===== src/rtl/dec_seq_pkg.sv =====
// Shared mode and state encodings for the sequenced select-line decoder.
package dec_seq_pkg;

    localparam logic [1:0] MODE_ONEHOT = 2'b00;
    localparam logic [1:0] MODE_UP     = 2'b01;
    localparam logic [1:0] MODE_DOWN   = 2'b10;
    localparam logic [1:0] MODE_THERM  = 2'b11;

    typedef enum logic [1:0] {
        ST_IDLE = 2'b00,
        ST_HOLD = 2'b01,
        ST_SCAN = 2'b10
    } state_e;

    function automatic logic is_scan_mode(input logic [1:0] m);
        return (m == MODE_UP) || (m == MODE_DOWN);
    endfunction

endpackage


===== src/rtl/dec_onehot_comb.sv =====
// Combinational SEL_W-to-2^SEL_W decoder: one-hot or thermometer (bits [idx:0] set).
module dec_onehot_comb #(
    parameter int SEL_W = 4
) (
    input  logic [SEL_W-1:0]      idx_next,
    input  logic                  therm,
    output logic [(1<<SEL_W)-1:0] y_next
);
    localparam int OUT_W = 1 << SEL_W;

    for (genvar i = 0; i < OUT_W; i++) begin : g_bit
        assign y_next[i] = therm ? (SEL_W'(i) <= idx_next) : (SEL_W'(i) == idx_next);
    end

endmodule


===== src/rtl/dec_onehot_seq.sv =====
// Registered decoder with hold/scan sequencing, programmable dwell and wrap/busy flags.
module dec_onehot_seq
    import dec_seq_pkg::*;
#(
    parameter int SEL_W   = 4,
    parameter int DWELL_W = 8
) (
    input  logic                  clk,
    input  logic                  rst_n,
    input  logic                  en,
    input  logic [1:0]            mode,
    input  logic [SEL_W-1:0]      sel_in,
    input  logic [DWELL_W-1:0]    dwell,
    output logic [(1<<SEL_W)-1:0] y,
    output logic [SEL_W-1:0]      idx,
    output logic                  wrap,
    output logic                  busy
);
    localparam int OUT_W = 1 << SEL_W;

    state_e             state_q, state_d;
    logic [SEL_W-1:0]   idx_q, idx_d;
    logic [DWELL_W-1:0] cnt_q, cnt_d;
    logic [OUT_W-1:0]   y_q, y_d, y_dec;
    logic               wrap_q, wrap_d;
    logic               busy_q;
    logic               therm_d, clr_y, scan_req;

    assign scan_req = is_scan_mode(mode);

    always_comb begin
        state_d = state_q;
        idx_d   = idx_q;
        cnt_d   = cnt_q;
        wrap_d  = 1'b0;
        clr_y   = 1'b0;
        if (!en) begin
            state_d = ST_IDLE;
            cnt_d   = '0;
            clr_y   = 1'b1;
        end else begin
            case (state_q)
                ST_IDLE: begin
                    state_d = scan_req ? ST_SCAN : ST_HOLD;
                    idx_d   = sel_in;
                    cnt_d   = '0;
                end
                ST_HOLD: begin
                    // Entering SCAN continues from the held index, not sel_in.
                    if (scan_req) begin
                        state_d = ST_SCAN;
                        cnt_d   = '0;
                    end else begin
                        idx_d = sel_in;
                    end
                end
                ST_SCAN: begin
                    if (!scan_req) begin
                        state_d = ST_HOLD;
                        idx_d   = sel_in;
                        cnt_d   = '0;
                    end else if (cnt_q >= dwell) begin
                        cnt_d = '0;
                        if (mode == MODE_UP) begin
                            idx_d  = idx_q + 1'b1;
                            wrap_d = (idx_q == '1);
                        end else begin
                            idx_d  = idx_q - 1'b1;
                            wrap_d = (idx_q == '0);
                        end
                    end else begin
                        cnt_d = cnt_q + 1'b1;
                    end
                end
                default: begin
                    state_d = ST_IDLE;
                    cnt_d   = '0;
                    clr_y   = 1'b1;
                end
            endcase
        end
        therm_d = (state_d == ST_HOLD) && (mode == MODE_THERM);
        y_d     = clr_y ? '0 : y_dec;
    end

    dec_onehot_comb #(.SEL_W(SEL_W)) u_dec (
        .idx_next (idx_d),
        .therm    (therm_d),
        .y_next   (y_dec)
    );

    always_ff @(posedge clk or negedge rst_n) begin
        if (!rst_n) begin
            state_q <= ST_IDLE;
            idx_q   <= '0;
            cnt_q   <= '0;
            y_q     <= '0;
            wrap_q  <= 1'b0;
            busy_q  <= 1'b0;
        end else begin
            state_q <= state_d;
            idx_q   <= idx_d;
            cnt_q   <= cnt_d;
            y_q     <= y_d;
            wrap_q  <= wrap_d;
            busy_q  <= (state_d == ST_SCAN);
        end
    end

    assign y    = y_q;
    assign idx  = idx_q;
    assign wrap = wrap_q;
    assign busy = busy_q;

endmodule

===== config.mk =====
export PLATFORM = sky130hd
export DESIGN_NAME = dec_onehot_seq
export DESIGN_NICKNAME = d
export VERILOG_FILES = /design/src/rtl/dec_seq_pkg.sv /design/src/rtl/dec_onehot_comb.sv /design/src/rtl/dec_onehot_seq.sv
export SDC_FILE = /design/constraint.sdc
export NUM_CORES = 1
export LEC_CHECK = 0
export CORE_MARGIN = 2
export CORE_UTILIZATION = 55
export CTS_BUF_LIST = sky130_fd_sc_hd__clkbuf_2
export CTS_CLUSTER_DIAMETER = 200
export DETAILED_ROUTE_END_ITERATION = 8
export HOLD_SLACK_MARGIN = 0.1
export PLACE_DENSITY = 0.88
export REMOVE_ABC_BUFFERS = 1
export SLEW_MARGIN = 25
export SYNTH_ARGS = -nofsm -noshare
export SYNTH_HDL_FRONTEND = slang
export SYNTH_HIERARCHICAL = 1
export SYNTH_SLANG_ARGS = --single-unit

===== constraint.sdc =====
create_clock -name clk -period 4.52 [get_ports clk]
set_clock_uncertainty 0.05 [all_clocks]
set_input_delay 0.678 -clock clk [delete_from_list [all_inputs] [get_ports clk]]
set_output_delay 0.678 -clock clk [all_outputs]
set_load 0.03 [all_outputs]

==> impl_metrics.env, run 1 <==
export IMPL_status="finished, final reports clean"
export IMPL_cts_resized=0
export IMPL_p_per_area_mw_per_mm2=311
export IMPL_max_cap_violations=0
export IMPL_cp_arrival_ns=3.65
export IMPL_drt_wl_total_um=4670
export IMPL_start_util=0.579
export IMPL_fin_nets=310
export IMPL_async_flop_share=1.00
export IMPL_cp_start_kind="input pin"
export IMPL_reg2reg_to="y[1]$_DFF_PN0_"
export IMPL_cts_root_buf="clkbuf_2"
export IMPL_coreArea_mm2=0.00372
export IMPL_post_drt_via_cell_ratio=5.90
export IMPL_maxSlewHeadroom=0.615
export IMPL_die_w_um=66.5
export IMPL_area_delta_synth_final_pct=21.6
export IMPL_dp_hpwl_um=3320
export IMPL_cp_max_fo=16
export IMPL_die_y_um=66.5
export IMPL_fin_crit_ns=3.42
export IMPL_clock_sinks=32
export IMPL_clkTransAtPathRegs_ns=0.16
export IMPL_final_cell_mix="clkdlybuf4s50_1 (38), dfrtp_1 (32), nand2_1 (21)"
export IMPL_worst_r2r_path_depth=9
export IMPL_tns_ns=0
export IMPL_synth_edf_count=0
export IMPL_hold_violations=0
export IMPL_required_ns=4.75
export IMPL_r2r_setup_slack_ns=1.42
export IMPL_setup_viol=0
export IMPL_dieArea_mm2=0.00443
export IMPL_ys_warn_count=6
export IMPL_vias=1936
export IMPL_critical_path_endpoint="y[1]$_DFF_PN0_"
export IMPL_io_buffers=38
export IMPL_dp_cells=320
export IMPL_ys_ff_latch=32
export IMPL_period_share=0.756
export IMPL_cts_buffers=5
export IMPL_hold_slack_ns=0.528
export IMPL_clk_path_buf_depth=2
export IMPL_layout_commonest_cell="clkdlybuf4s50_1"
export IMPL_slew_viol_final=0
export IMPL_yosys_area_top_type="dfrtp_1"
export IMPL_placementRows=22
export IMPL_fill_cells=299
export IMPL_final_cells=328
export IMPL_grt_overflow=0
export IMPL_wire_per_inst_um=14.2
export IMPL_grt_pass1_vias=1835
export IMPL_crit_type="in -> reg"
export IMPL_synth_seq_area_share=0.372
export IMPL_ys_flop_type="dfrtp_1"
export IMPL_rsz0062_at_grt="no"
export IMPL_netlist_area_leader_share=0.372
export IMPL_drc=0
export IMPL_tritoncts="yes"
export IMPL_grt_use_total=0.234
export IMPL_antenna_found_initial=0
export IMPL_first_pass_iters=4
export IMPL_peakVddDrop_v=0.000214
export IMPL_grt_max_degree=33
export IMPL_drtAntennaViolNets=0
export IMPL_num_antenna_cells=0
export IMPL_syn_inst=241
export IMPL_max_freq_mhz=293
export IMPL_drive_gt1_frac=0.0929
export IMPL_postCtsSetupRepairBufs=0
export IMPL_startpoint="mode[0]"
export IMPL_yosys_top_cells_area="dfrtp_1 (37%), ha_1 (7.6%), and3_1 (5.8%)"
export IMPL_avgSynthCellArea_um2=8.92
export IMPL_tightest_slew_ns=0.575
export IMPL_end_kind="flip-flop"
export IMPL_place_congestion=0.874
export IMPL_htree_num_levels=2
export IMPL_hold_buffers=0
export IMPL_ios=39
export IMPL_grt_pass1_wl_um=8010
export IMPL_hold_class="reg -> reg"
export IMPL_syn_area_mm2=0.00215
export IMPL_leakage_nw=1.21
export IMPL_ys_types=54
export IMPL_total_power_w=0.000814
export IMPL_drtIter0Drc=103
export IMPL_r2r_start="cnt_q[2]$_DFFE_PN0P_"
export IMPL_clk_latency_ns=0.39
## synth_stat cells (4+ instances only)
cell	count
buf_6	4
nor3_1	4
nand2b_1	6
nor2_1	16
a21oi_1	13
ha_1	13
o21ai_1	7
buf_2	6
and3_1	20
dfrtp_1	32
o21ai_0	7
nand3_1	10
nor2b_1	6
inv_1	18
nand2_1	21
## kinds of logic (layout without fill, tap and decap cells)
kind of cell	count (synthesis)	in the layout	share of synthesized area
AND/OR/NAND/NOR	99	99	0.247
AO/OA/AOI/OAI	58	58	0.194
flip-flops	32	32	0.372
buffers and inverters	32	71	0.0750
adder cells (fa/ha/maj)	14	14	0.0849
XOR/XNOR	4	4	0.0163
multiplexers	2	2	0.00989
## critical path, stage by stage
cell	delay [ns]
clkdlybuf4s50_1	0.49
ha_1	0.26
inv_1	0.11
ha_1	0.27
a21o_1	0.18
a21oi_2	0.15
xnor2_1	0.11
a2111oi_2	0.33
a211oi_2	0.06
buf_4	0.19
nor3_1	0.28
mux2_2	0.37
and3_1	0.17
## per-layer routing
metal,wire (um),track usage
met3,242,0.0456
met4,61,0.110
met5,0,0
met2,2250,0.361
met1,2110,0.317
## report_power, final
group	internal (W)	total [W]	leakage, nW	switching (W)
Combinational	0.000124	0.000285	0.730	0.000161
Sequential	0.000306	0.000331	0.433	0.0000249
Clock	0.0000952	0.000198	0.0430	0.000103
## area by class of cell
cell class / count / area, um2 / share of cell area
clock buffer: 6 / 30.0 / 0.0115
tap: 48 / 60.1 / 0.0230
sequential: 32 / 801 / 0.306
inverter: 18 / 67.6 / 0.0258
multi-input combinational: 177 / 1190 / 0.455
clock inverter: 2 / 35.0 / 0.0134
timing repair buffer: 45 / 433 / 0.166
## stage by stage
step | utilization | setup WS (ns) | area, um2
finish | 0.704 | 1.10 | 2620
global route | 0.704 | 0.932 | 2620
CTS | 0.704 | 1.11 | 2620
detailed placement | 0.686 | 0.689 | 2550
global placement | 0.686 | 0.848 | 2550
floorplan | - | 0.991 | 2060
## registers in the layout, indices dropped and copies added (netlist names)
| name | flops |
|---|---|
| state_q | 2 |
| wrap | 1 |
| busy | 1 |
| idx | 4 |
| y | 16 |
| cnt_q | 8 |
## worst min-delay path by stage
stage | from | endpoint | slack, ns | depth (start not counted)
global route | cnt_q[7]$_DFFE_PN0P_ | cnt_q[7]$_DFFE_PN0P_ | 0.55 | 2
detailed placement | cnt_q[7]$_DFFE_PN0P_ | cnt_q[7]$_DFFE_PN0P_ | 0.49 | 2
finish | cnt_q[7]$_DFFE_PN0P_ | cnt_q[7]$_DFFE_PN0P_ | 0.53 | 2
CTS | cnt_q[7]$_DFFE_PN0P_ | cnt_q[7]$_DFFE_PN0P_ | 0.53 | 2
global placement | cnt_q[7]$_DFFE_PN0P_ | cnt_q[7]$_DFFE_PN0P_ | 0.49 | 2
floorplan | rst_n | busy$_DFF_PN0_ | 0.33 | 0
Power figures use the tool's default switching activity.
==> inputs of run 2 (changes only) <==
--- a/config.mk
+++ b/config.mk
@@ -6,12 +6,12 @@
 export NUM_CORES = 1
 export LEC_CHECK = 0
 export CORE_MARGIN = 2
-export CORE_UTILIZATION = 55
+export CORE_UTILIZATION = 49
 export CTS_BUF_LIST = sky130_fd_sc_hd__clkbuf_2
 export CTS_CLUSTER_DIAMETER = 200
 export DETAILED_ROUTE_END_ITERATION = 8
 export HOLD_SLACK_MARGIN = 0.1
-export PLACE_DENSITY = 0.88
+export PLACE_DENSITY = 0.83
 export REMOVE_ABC_BUFFERS = 1
 export SLEW_MARGIN = 25
 export SYNTH_ARGS = -nofsm -noshare
==> constraint.sdc (replaced) <==
create_clock -name clk -period 3.1 [get_ports clk]
set_clock_uncertainty 0.05 [all_clocks]
set_input_delay 0.465 -clock clk [delete_from_list [all_inputs] [get_ports clk]]
set_output_delay 0.465 -clock clk [all_outputs]
set_load 0.03 [all_outputs]
==> run 2 against run 1 <==
Register-to-register slack worse by 1.1 ns; combinational power up 67%; die area up 11%; critical path type unchanged; critical endpoint unchanged.
==> impl_metrics.env, run 2 (synthesis results as in run 1) <==
export IMPL_status="finished, final reports clean"
export IMPL_wire_per_inst_um=14.0
export IMPL_htree_num_levels=2
export IMPL_period_share=0.940
export IMPL_clk_path_buf_depth=2
export IMPL_placementRows=24
export IMPL_postCtsSetupRepairBufs=0
export IMPL_cts_root_buf="clkbuf_2"
export IMPL_dp_hpwl_um=3840
export IMPL_crit_type="in -> reg"
export IMPL_vias=1998
export IMPL_slew_viol_final=0
export IMPL_num_antenna_cells=0
export IMPL_coreArea_mm2=0.00429
export IMPL_die_y_um=70.3
export IMPL_cts_buffers=5
export IMPL_start_util=0.501
export IMPL_max_freq_mhz=343
export IMPL_hold_slack_ns=0.433
export IMPL_maxSlewHeadroom=0.625
export IMPL_clk_latency_ns=0.36
export IMPL_drtIter0Drc=220
export IMPL_io_buffers=38
export IMPL_largest_reg_flops=16
export IMPL_drtAntennaViolNets=0
export IMPL_drc=0
export IMPL_max_cap_violations=0
export IMPL_fin_crit_ns=2.91
export IMPL_cts_resized=0
export IMPL_first_pass_iters=4
export IMPL_area_delta_synth_final_pct=30.3
export IMPL_hold_class="in -> async"
export IMPL_p_per_area_mw_per_mm2=410
export IMPL_setup_viol=0
export IMPL_cp_max_fo=4
export IMPL_clock_sinks=32
export IMPL_layout_commonest_cell="clkdlybuf4s50_1"
export IMPL_grt_pass1_wl_um=8670
export IMPL_tritoncts="yes"
export IMPL_grt_use_total=0.220
export IMPL_drt_wl_total_um=5020
export IMPL_reg2reg_to="y[9]$_DFF_PN0_"
export IMPL_die_w_um=70.3
export IMPL_rsz0062_at_grt="no"
export IMPL_hold_buffers=0
export IMPL_grt_overflow=0
export IMPL_peakVddDrop_v=0.000301
export IMPL_final_cell_mix="clkdlybuf4s50_1 (38), dfrtp_1 (32), buf_4 (32)"
export IMPL_cp_arrival_ns=3.12
export IMPL_dieArea_mm2=0.00494
export IMPL_r2r_setup_slack_ns=0.29
export IMPL_worst_r2r_path_depth=11
export IMPL_end_kind="flip-flop"
export IMPL_place_congestion=0.941
export IMPL_post_drt_via_cell_ratio=5.58
export IMPL_r2r_start="cnt_q[2]$_DFFE_PN0P_"
export IMPL_cp_start_kind="input pin"
export IMPL_antenna_found_initial=0
export IMPL_fin_nets=336
export IMPL_grt_max_degree=33
export IMPL_tightest_slew_ns=0.561
export IMPL_grt_pass1_vias=1874
export IMPL_leakage_nw=1.32
export IMPL_fill_cells=372
export IMPL_drive_gt1_frac=0.167
export IMPL_clkTransAtPathRegs_ns=0.17
export IMPL_hold_violations=0
export IMPL_required_ns=3.30
export IMPL_ios=39
export IMPL_tns_ns=0
[run 2: cell count changes in the layout (fill, tap and decap cells not counted), sizes merged]
cell / before / now
clkbuf: 6 / 7
buf: 7 / 33
bufinv: 1 / 0
[run 2: layout make-up]
cell class | instances | area [um2] | area share
Multi-Input combinational cell | 177 | 1190 | 0.424
Sequential cell | 32 | 801 | 0.286
Timing Repair Buffer | 71 | 641 | 0.229
Inverter | 18 | 67.6 | 0.0241
Tap cell | 52 | 65.1 | 0.0232
Clock buffer | 7 | 35.0 | 0.0125
Clock inverter | 1 | 3.75 | 0.00134
[run 2: where the power goes]
group | internal (W) | switching [W] | leakage [nW]
combinational | 0.000222 | 0.000253 | 0.855
clock | 0.0000605 | 0.000133 | 0.0306
sequential | 0.000447 | 0.0000330 | 0.433
[run 2: per-layer routing]
metal | share of wire | vias to the layer above | wire, um | GRT usage
met2 | 0.46 | 75 | 2330 | 0.333
met4 | 0.0084 | 0 | 42 | 0.0641
met3 | 0.057 | 6 | 288 | 0.0462
li1 | - | 994 | - | -
met1 | 0.47 | 923 | 2350 | 0.317
met5 | 0 | - | 0 | 0
[run 2: how the worst max path moves through the flow]
stage               startpoint        endpoint  slack [ns]  cells past startpoint
finish                 mode[1]  y[1]$_DFF_PN0_        0.19                     13
global route          dwell[1]  y[0]$_DFF_PN0_        0.02                     13
CTS                    mode[1]  y[1]$_DFF_PN0_        0.19                     13
detailed placement     mode[1]  y[1]$_DFF_PN0_       -0.19                     13
global placement       mode[1]  y[1]$_DFF_PN0_       -0.14                     13
floorplan             dwell[6]  y[9]$_DFF_PN0_       -0.22                     10
[run 2: through the flow]
| step | setup WS [ns] | instances | util | power (W) | instance area [um2] |
|---|---|---|---|---|---|
| floorplan | -0.216 | 227 | - | 0.000744 | 2060 |
| global placement | -0.136 | 350 | 0.643 | 0.000952 | 2760 |
| detailed placement | -0.186 | 350 | 0.643 | 0.000959 | 2760 |
| CTS | 0.191 | 358 | 0.652 | 0.00115 | 2800 |
| global route | 0.0170 | 358 | 0.652 | 0.00123 | 2800 |
| finish | 0.187 | 358 | 0.652 | 0.00115 | 2800 |
[run 2: worst max-delay path: stages]
cell             delay (ns)
clkdlybuf4s50_1        0.48
inv_1                  0.05
ha_1                   0.18
inv_1                  0.07
ha_1                   0.23
a21o_1                 0.19
a21oi_2                0.14
xnor2_1                0.11
a2111oi_2              0.32
a211oi_2               0.10
nor3_1                 0.27
mux2_2                 0.36
and3_1                 0.17
==> inputs of run 3 (changes only) <==
--- a/config.mk
+++ b/config.mk
@@ -11,10 +11,9 @@
 export CTS_CLUSTER_DIAMETER = 200
 export DETAILED_ROUTE_END_ITERATION = 8
 export HOLD_SLACK_MARGIN = 0.1
-export PLACE_DENSITY = 0.83
+export PLACE_DENSITY = 0.84
 export REMOVE_ABC_BUFFERS = 1
 export SLEW_MARGIN = 25
 export SYNTH_ARGS = -nofsm -noshare
 export SYNTH_HDL_FRONTEND = slang
-export SYNTH_HIERARCHICAL = 1
 export SYNTH_SLANG_ARGS = --single-unit
==> run 3 against run 2 <==
Utilization grew 1.7 points; worst setup slack improved by 0.15 ns; wire length barely moved; critical path type unchanged; critical endpoint is now y[5]$_DFF_PN0_; highest routed layer unchanged.
==> impl_metrics.env, run 3 <==
export IMPL_drtIter0Drc=149
export IMPL_syn_inst=227
export IMPL_avgSynthCellArea_um2=9.02
export IMPL_tritoncts="yes"
export IMPL_yosysMostFrequentCell="dfrtp_1"
export IMPL_drt_wl_total_um=5010
export IMPL_grt_use_total=0.231
export IMPL_dp_hpwl_um=3820
export IMPL_rsz0062_at_grt="no"
export IMPL_drive_gt1_frac=0.137
export IMPL_yosys_area_top_type="dfrtp_1"
export IMPL_clk_latency_ns=0.39
export IMPL_final_cell_mix="clkdlybuf4s50_1 (38), dfrtp_1 (32), nor2_1 (21), o21ai_0 (21), buf_4 (20)"
export IMPL_clkTransAtPathRegs_ns=0.18
export IMPL_grt_pass1_vias=1852
export IMPL_area_delta_synth_final_pct=30.7
export IMPL_seq_area_um2=801
export IMPL_wire_per_inst_um=15.0
export IMPL_synth_seq_area_share=0.391
export IMPL_hold_buffers=0
export IMPL_period_share=0.892
export IMPL_cts_root_buf="clkbuf_2"
export IMPL_num_antenna_cells=0
export IMPL_ys_warn_count=0
export IMPL_final_cells=334
export IMPL_placementRows=23
export IMPL_cp_max_fo=5
export IMPL_max_cap_violations=0
export IMPL_top_layer_used="met4"
export IMPL_grt_overflow=0
export IMPL_dp_cells=326
export IMPL_required_ns=3.37
export IMPL_multi_input_area_mm2=0.00114
export IMPL_netlist_area_leader_share=0.391
export IMPL_dieArea_mm2=0.00471
export IMPL_largest_reg_flops=16
export IMPL_clk_path_buf_depth=2
export IMPL_layout_commonest_cell="clkdlybuf4s50_1"
export IMPL_clock_sinks=32
export IMPL_status="finished, final reports clean"
export IMPL_peakVddDrop_v=0.000354
export IMPL_die_y_um=68.7
export IMPL_synth_common_cells="dfrtp_1 (32), nor2_1 (21), o21ai_0 (21), nand2_1 (16), inv_1 (15)"
export IMPL_wl_met1_um=2110
export IMPL_postCtsSetupRepairBufs=0
export IMPL_vias=1899
export IMPL_fin_crit_ns=2.76
export IMPL_slew_viol_final=0
export IMPL_setup_viol=0
export IMPL_maxSlewHeadroom=0.689
export IMPL_coreArea_mm2=0.00400
export IMPL_ys_types=49
export IMPL_antenna_found_initial=0
export IMPL_hold_slack_ns=0.393
export IMPL_start_util=0.512
export IMPL_ios=39
export IMPL_place_congestion=0.849
export IMPL_cp_start_kind="input pin"
export IMPL_grt_max_degree=33
export IMPL_hold_violations=0
export IMPL_cts_resized=0
export IMPL_wl_met2_um=2530
export IMPL_max_freq_mhz=362
export IMPL_ys_flop_type="dfrtp_1"
export IMPL_cts_buffers=5
export IMPL_yosys_top_cells_area="dfrtp_1 (39%), ha_1 (7.9%), o21ai_0 (5.1%)"
export IMPL_async_flop_share=1.00
export IMPL_drc=0
export IMPL_first_pass_iters=6
export IMPL_io_buffers=38
export IMPL_fill_cells=324
export IMPL_syn_area_mm2=0.00205
export IMPL_ys_ff_latch=32
export IMPL_fin_nets=314
export IMPL_tightest_slew_ns=0.467
export IMPL_die_w_um=68.7
export IMPL_cp_arrival_ns=3.03
export IMPL_fin_util=0.669
export IMPL_hold_class="in -> async"
export IMPL_drtAntennaViolNets=0
export IMPL_leakage_nw=1.22
export IMPL_post_drt_via_cell_ratio=5.69
export IMPL_htree_num_levels=2
export IMPL_crit_type="in -> reg"
export IMPL_end_kind="flip-flop"
export IMPL_p_per_area_mw_per_mm2=444
export IMPL_grt_pass1_wl_um=7990
export IMPL_dr_wl_met3_um=285
export IMPL_synth_edf_count=0
-- run 3: routing by layer --
layer	vias to the layer above	global-route usage
met3	14	0.0584
met5	-	0
met4	0	0.103
li1	914	-
met1	905	0.266
met2	66	0.401
-- run 3: path summary, 6_finish.rpt --
kind | startpoint | endpoint | slack (ns) | cells past startpoint
max | dwell[3] | y[5]$_DFF_PN0_ | 0.34 | 10
min | rst_n | wrap$_DFF_PN0_ | 0.39 | 2
max reg2reg | cnt_q[3]$_DFFE_PN0P_ | y[5]$_DFF_PN0_ | 0.41 | 8
min reg2reg | cnt_q[0]$_DFFE_PN0P_ | cnt_q[0]$_DFFE_PN0P_ | 0.51 | 1
max in group asynchronous | rst_n | y[3]$_DFF_PN0_ | 2.30 | 2
min in group clk | cnt_q[0]$_DFFE_PN0P_ | cnt_q[0]$_DFFE_PN0P_ | 0.51 | 1
-- run 3: area by class of cell --
class / instances / area share
Clock buffer: 6 / 0.0112
Clock inverter: 2 / 0.0131
Inverter: 15 / 0.0210
Multi-Input combinational cell: 170 / 0.426
Sequential cell: 32 / 0.299
Tap cell: 50 / 0.0234
Timing Repair Buffer: 59 / 0.206
-- run 3: power breakdown --
group | switching (W) | internal [W]
logic | 0.000226 | 0.000191
registers | 0.0000356 | 0.000448
clock network | 0.000148 | 0.000139
total | 0.000409 | 0.000778
-- run 3: worst max-delay path, cell delays in order --
cell             delay [ns]
clkdlybuf4s50_1        0.45
inv_1                  0.04
ha_1                   0.23
nor4_1                 0.33
o21a_1                 0.24
o31a_1                 0.25
nor2_1                 0.09
o31a_2                 0.38
or3b_1                 0.39
o211ai_2               0.15
-- run 3: per-stage QoR --
step / total power, W / setup WS (ns) / area (um2) / TNS, ns
global placement: 0.000894 / 0.0127 / 2610 / 0
global route: 0.00125 / 0.210 / 2680 / 0
finish: 0.00119 / 0.336 / 2680 / 0
CTS: 0.00119 / 0.365 / 2680 / 0
floorplan: 0.000721 / 0.393 / 2000 / 0
detailed placement: 0.000905 / -0.0368 / 2610 / -0.0622
-- run 3: cell families after synthesis --
logic type	after synthesis	synth area share
adders and majority gates	14	0.0892
buffers and inverters	25	0.0519
and+or+nand+nor	86	0.223
AOI/OAI and AO/OA	60	0.200
muxes	4	0.0195
DFF	32	0.391
xor gates and xnor gates	6	0.0257
==> RTL change: new RTL, settings of run 1 <==
Add an input register stage for `dwell`, with the module's reset; this delays it by one clock. The other inputs are not delayed to match. Comments in the files are not updated.
--- a/src/rtl/dec_onehot_seq.sv
+++ b/src/rtl/dec_onehot_seq.sv
@@ -17,6 +17,16 @@
     output logic                  busy
 );
     localparam int OUT_W = 1 << SEL_W;
+
+    logic [DWELL_W-1:0] dwell_q;
+
+    always_ff @(posedge clk or negedge rst_n) begin
+        if (!rst_n) begin
+            dwell_q <= '0;
+        end else begin
+            dwell_q <= dwell;
+        end
+    end
 
     state_e             state_q, state_d;
     logic [SEL_W-1:0]   idx_q, idx_d;
@@ -59,7 +69,7 @@
                         state_d = ST_HOLD;
                         idx_d   = sel_in;
                         cnt_d   = '0;
-                    end else if (cnt_q >= dwell) begin
+                    end else if (cnt_q >= dwell_q) begin
                         cnt_d = '0;
                         if (mode == MODE_UP) begin
                             idx_d  = idx_q + 1'b1;
Formal check against the unedited RTL: not equivalent (Yosys sat finds a counterexample within 4 cycles, from zero or initial values and one cycle with rst_n low).
==> RTL change against run 1 <==
- synthesized area is 6.2% higher
- via count is 5.8% lower
- final area is 5.4% higher
- sequential cell count is 8 higher
- critical path depth is 1 higher
- routed wire length is 1.2% lower
- largest cell class unchanged
- fmax is 4.1% higher
- total power is 7.8% higher
- worst setup slack better by 0.13 ns
- largest power group unchanged
- critical endpoint is now y[4]
- count of clock-buffer cells in the layout is 1 lower
- critical path type unchanged
- sequential power is 22% higher
- register-to-register slack better by 0.10 ns
- utilization is 1.5 points lower
==> RTL change: results (changes against run 1) <==
DR WL/cell - 14.4 um (+1.0%)
number of global-route vias before repair - 1,637 (-11%)
HP Class - primary input to asynchronous set/reset pin
Total Routing Usage GR - 21.8% (-1.6 points)
Synth area leaders - dfrtp_1, ha_1, and2_1, o21ai_0, inv_1
Peak VDD IR - 183 uV (-14%)
sequential-to-total area share from yosys stat - 43.8% (+6.6 points)
1st-pass router iterations - 5 (+1)
crit path launch - mode[1]
first-pass GRT wire length - 7440 um (-7.1%)
synth unique cells - 53 (-1.9%)
Slowest cell on crit path - clkdlybuf4s50_1
hpwl dp - 3250 um (-2.0%)
async set or reset register ratio after synthesis - 100% (unchanged)
dpl ws - 0.748 ns (+0.0588 ns)
antenna violations before repair - 0 (unchanged)
Final Max Tran Viols - 0 (unchanged)
Pleak - 0.00128 uW (+6.4%)
# fillers - 305 (+2.0%)
Worst slew margin - 41.7% (-20 points)
Yosys warning count - 6 (unchanged)
Worst EP arrival - 3.58 ns (-0.07 ns)
GP Congestion - 0.900 (+3.0%)
Layout Nets - 301 (-2.9%)
largest net degree at the start of global routing - 41 (+24%)
GRT met2 Usage - 37.1% (+1.0 points)
Crit path max-delay family - compound AO/OA/AOI/OAI gates
Register-to-Register Setup Slack - 1.52 ns (+0.10 ns)
initial drt markers - 118 (+15%)
CTS Buffer Depth - 2 (unchanged)
Power Internal - 586 uW (+12%)
postcts setup bufs - 0 (unchanged)
worst reg2reg path depth - 11 (+2)
CP Capture Point - y[4]
fraction of layout cells with a size suffix above 1 - 9.23% (-0.061 points)
critical path fanouts, max - 9 (-7)
post-DR vias/cell - 5.68 (-3.7%)
cts bufs inserted - 5 (unchanged)
Worst path max stage delay - 0.49 ns (about the same)
Synth top cells by count - dfrtp_1, and2_1, inv_1, nand2_1, nor2_1
M3 GR Usage - 4.93% (+0.37 points)
Period Utilization, post-route - 72.7% (-3.0 points)
M1 GR Usage - 26.9% (-4.8 points)
Port Buf Inserts - 38 (unchanged)
RR Startpoint - cnt_q[0]
worst skew pair latency - 0.42 ns (+0.03 ns)
clock root buffer master - clkbuf_2
clk slew on worst S/H paths - 0.22 ns (+0.06 ns)
antenna cell count - 0 (unchanged)
status - finished clean
## RTL change: cell count changes after synthesis, moves of 3 or more
| cell | change |
|---|---|
| and2_1 | +16 |
| nand4_1 | -3 |
| nand2_1 | -5 |
| o21a_1 | +3 |
| o21ai_1 | -7 |
| buf_6 | -3 |
| nand3_1 | -5 |
| a21o_1 | +4 |
| o21ai_0 | +6 |
| and3_1 | -15 |
| dfrtp_1 | +8 |
## RTL change: power by group through the flow
stage                     Clock (uW)  Combinational, uW  Sequential (uW)
after floorplan                    0                128              438
after global placement             0                250              408
after detailed placement           0                254              409
after CTS                        223                256              403
after global routing             234                281              407
final                            217                257              404
## RTL change: area by class of cell
| class | count | area [um^2] | share of cell area, % |
|---|---|---|---|
| inverters | 16 | 60.1 | 2.18 |
| repair buffers | 43 | 410 | 14.9 |
| clock inverters | 3 | 42.5 | 1.54 |
| clock buffers | 5 | 25.0 | 0.908 |
| well taps | 50 | 62.6 | 2.27 |
| flip-flops and latches | 40 | 1000 | 36.3 |
| multi-input cells | 164 | 1150 | 41.9 |
## RTL change: kinds of logic after synthesis
kind of cell	count (synthesis)	synth area share, %
AO/OA/AOI/OAI	61	20.1
multiplexers	3	1.37
AND/OR/NAND/NOR	82	19.6
adder cells (fa/ha/maj)	14	8.00
buffers and inverters	29	5.59
XOR/XNOR	4	1.53
flip-flops	40	43.8
## RTL change: metal layers
metal	share of wire (%)	vias up
met5	0	-
met1	45	886
li1	-	883
met2	49	47
met4	1.5	0
met3	4.8	8
## RTL change: through the flow
step,hold slack [ns],std cells,instance area (um^2)
after floorplan,0.332,220,2220
after global routing,0.343,321,2760
after detailed placement,0.487,312,2680
final,0.287,321,2760
after CTS,0.302,320,2750
after global placement,0.466,312,2680
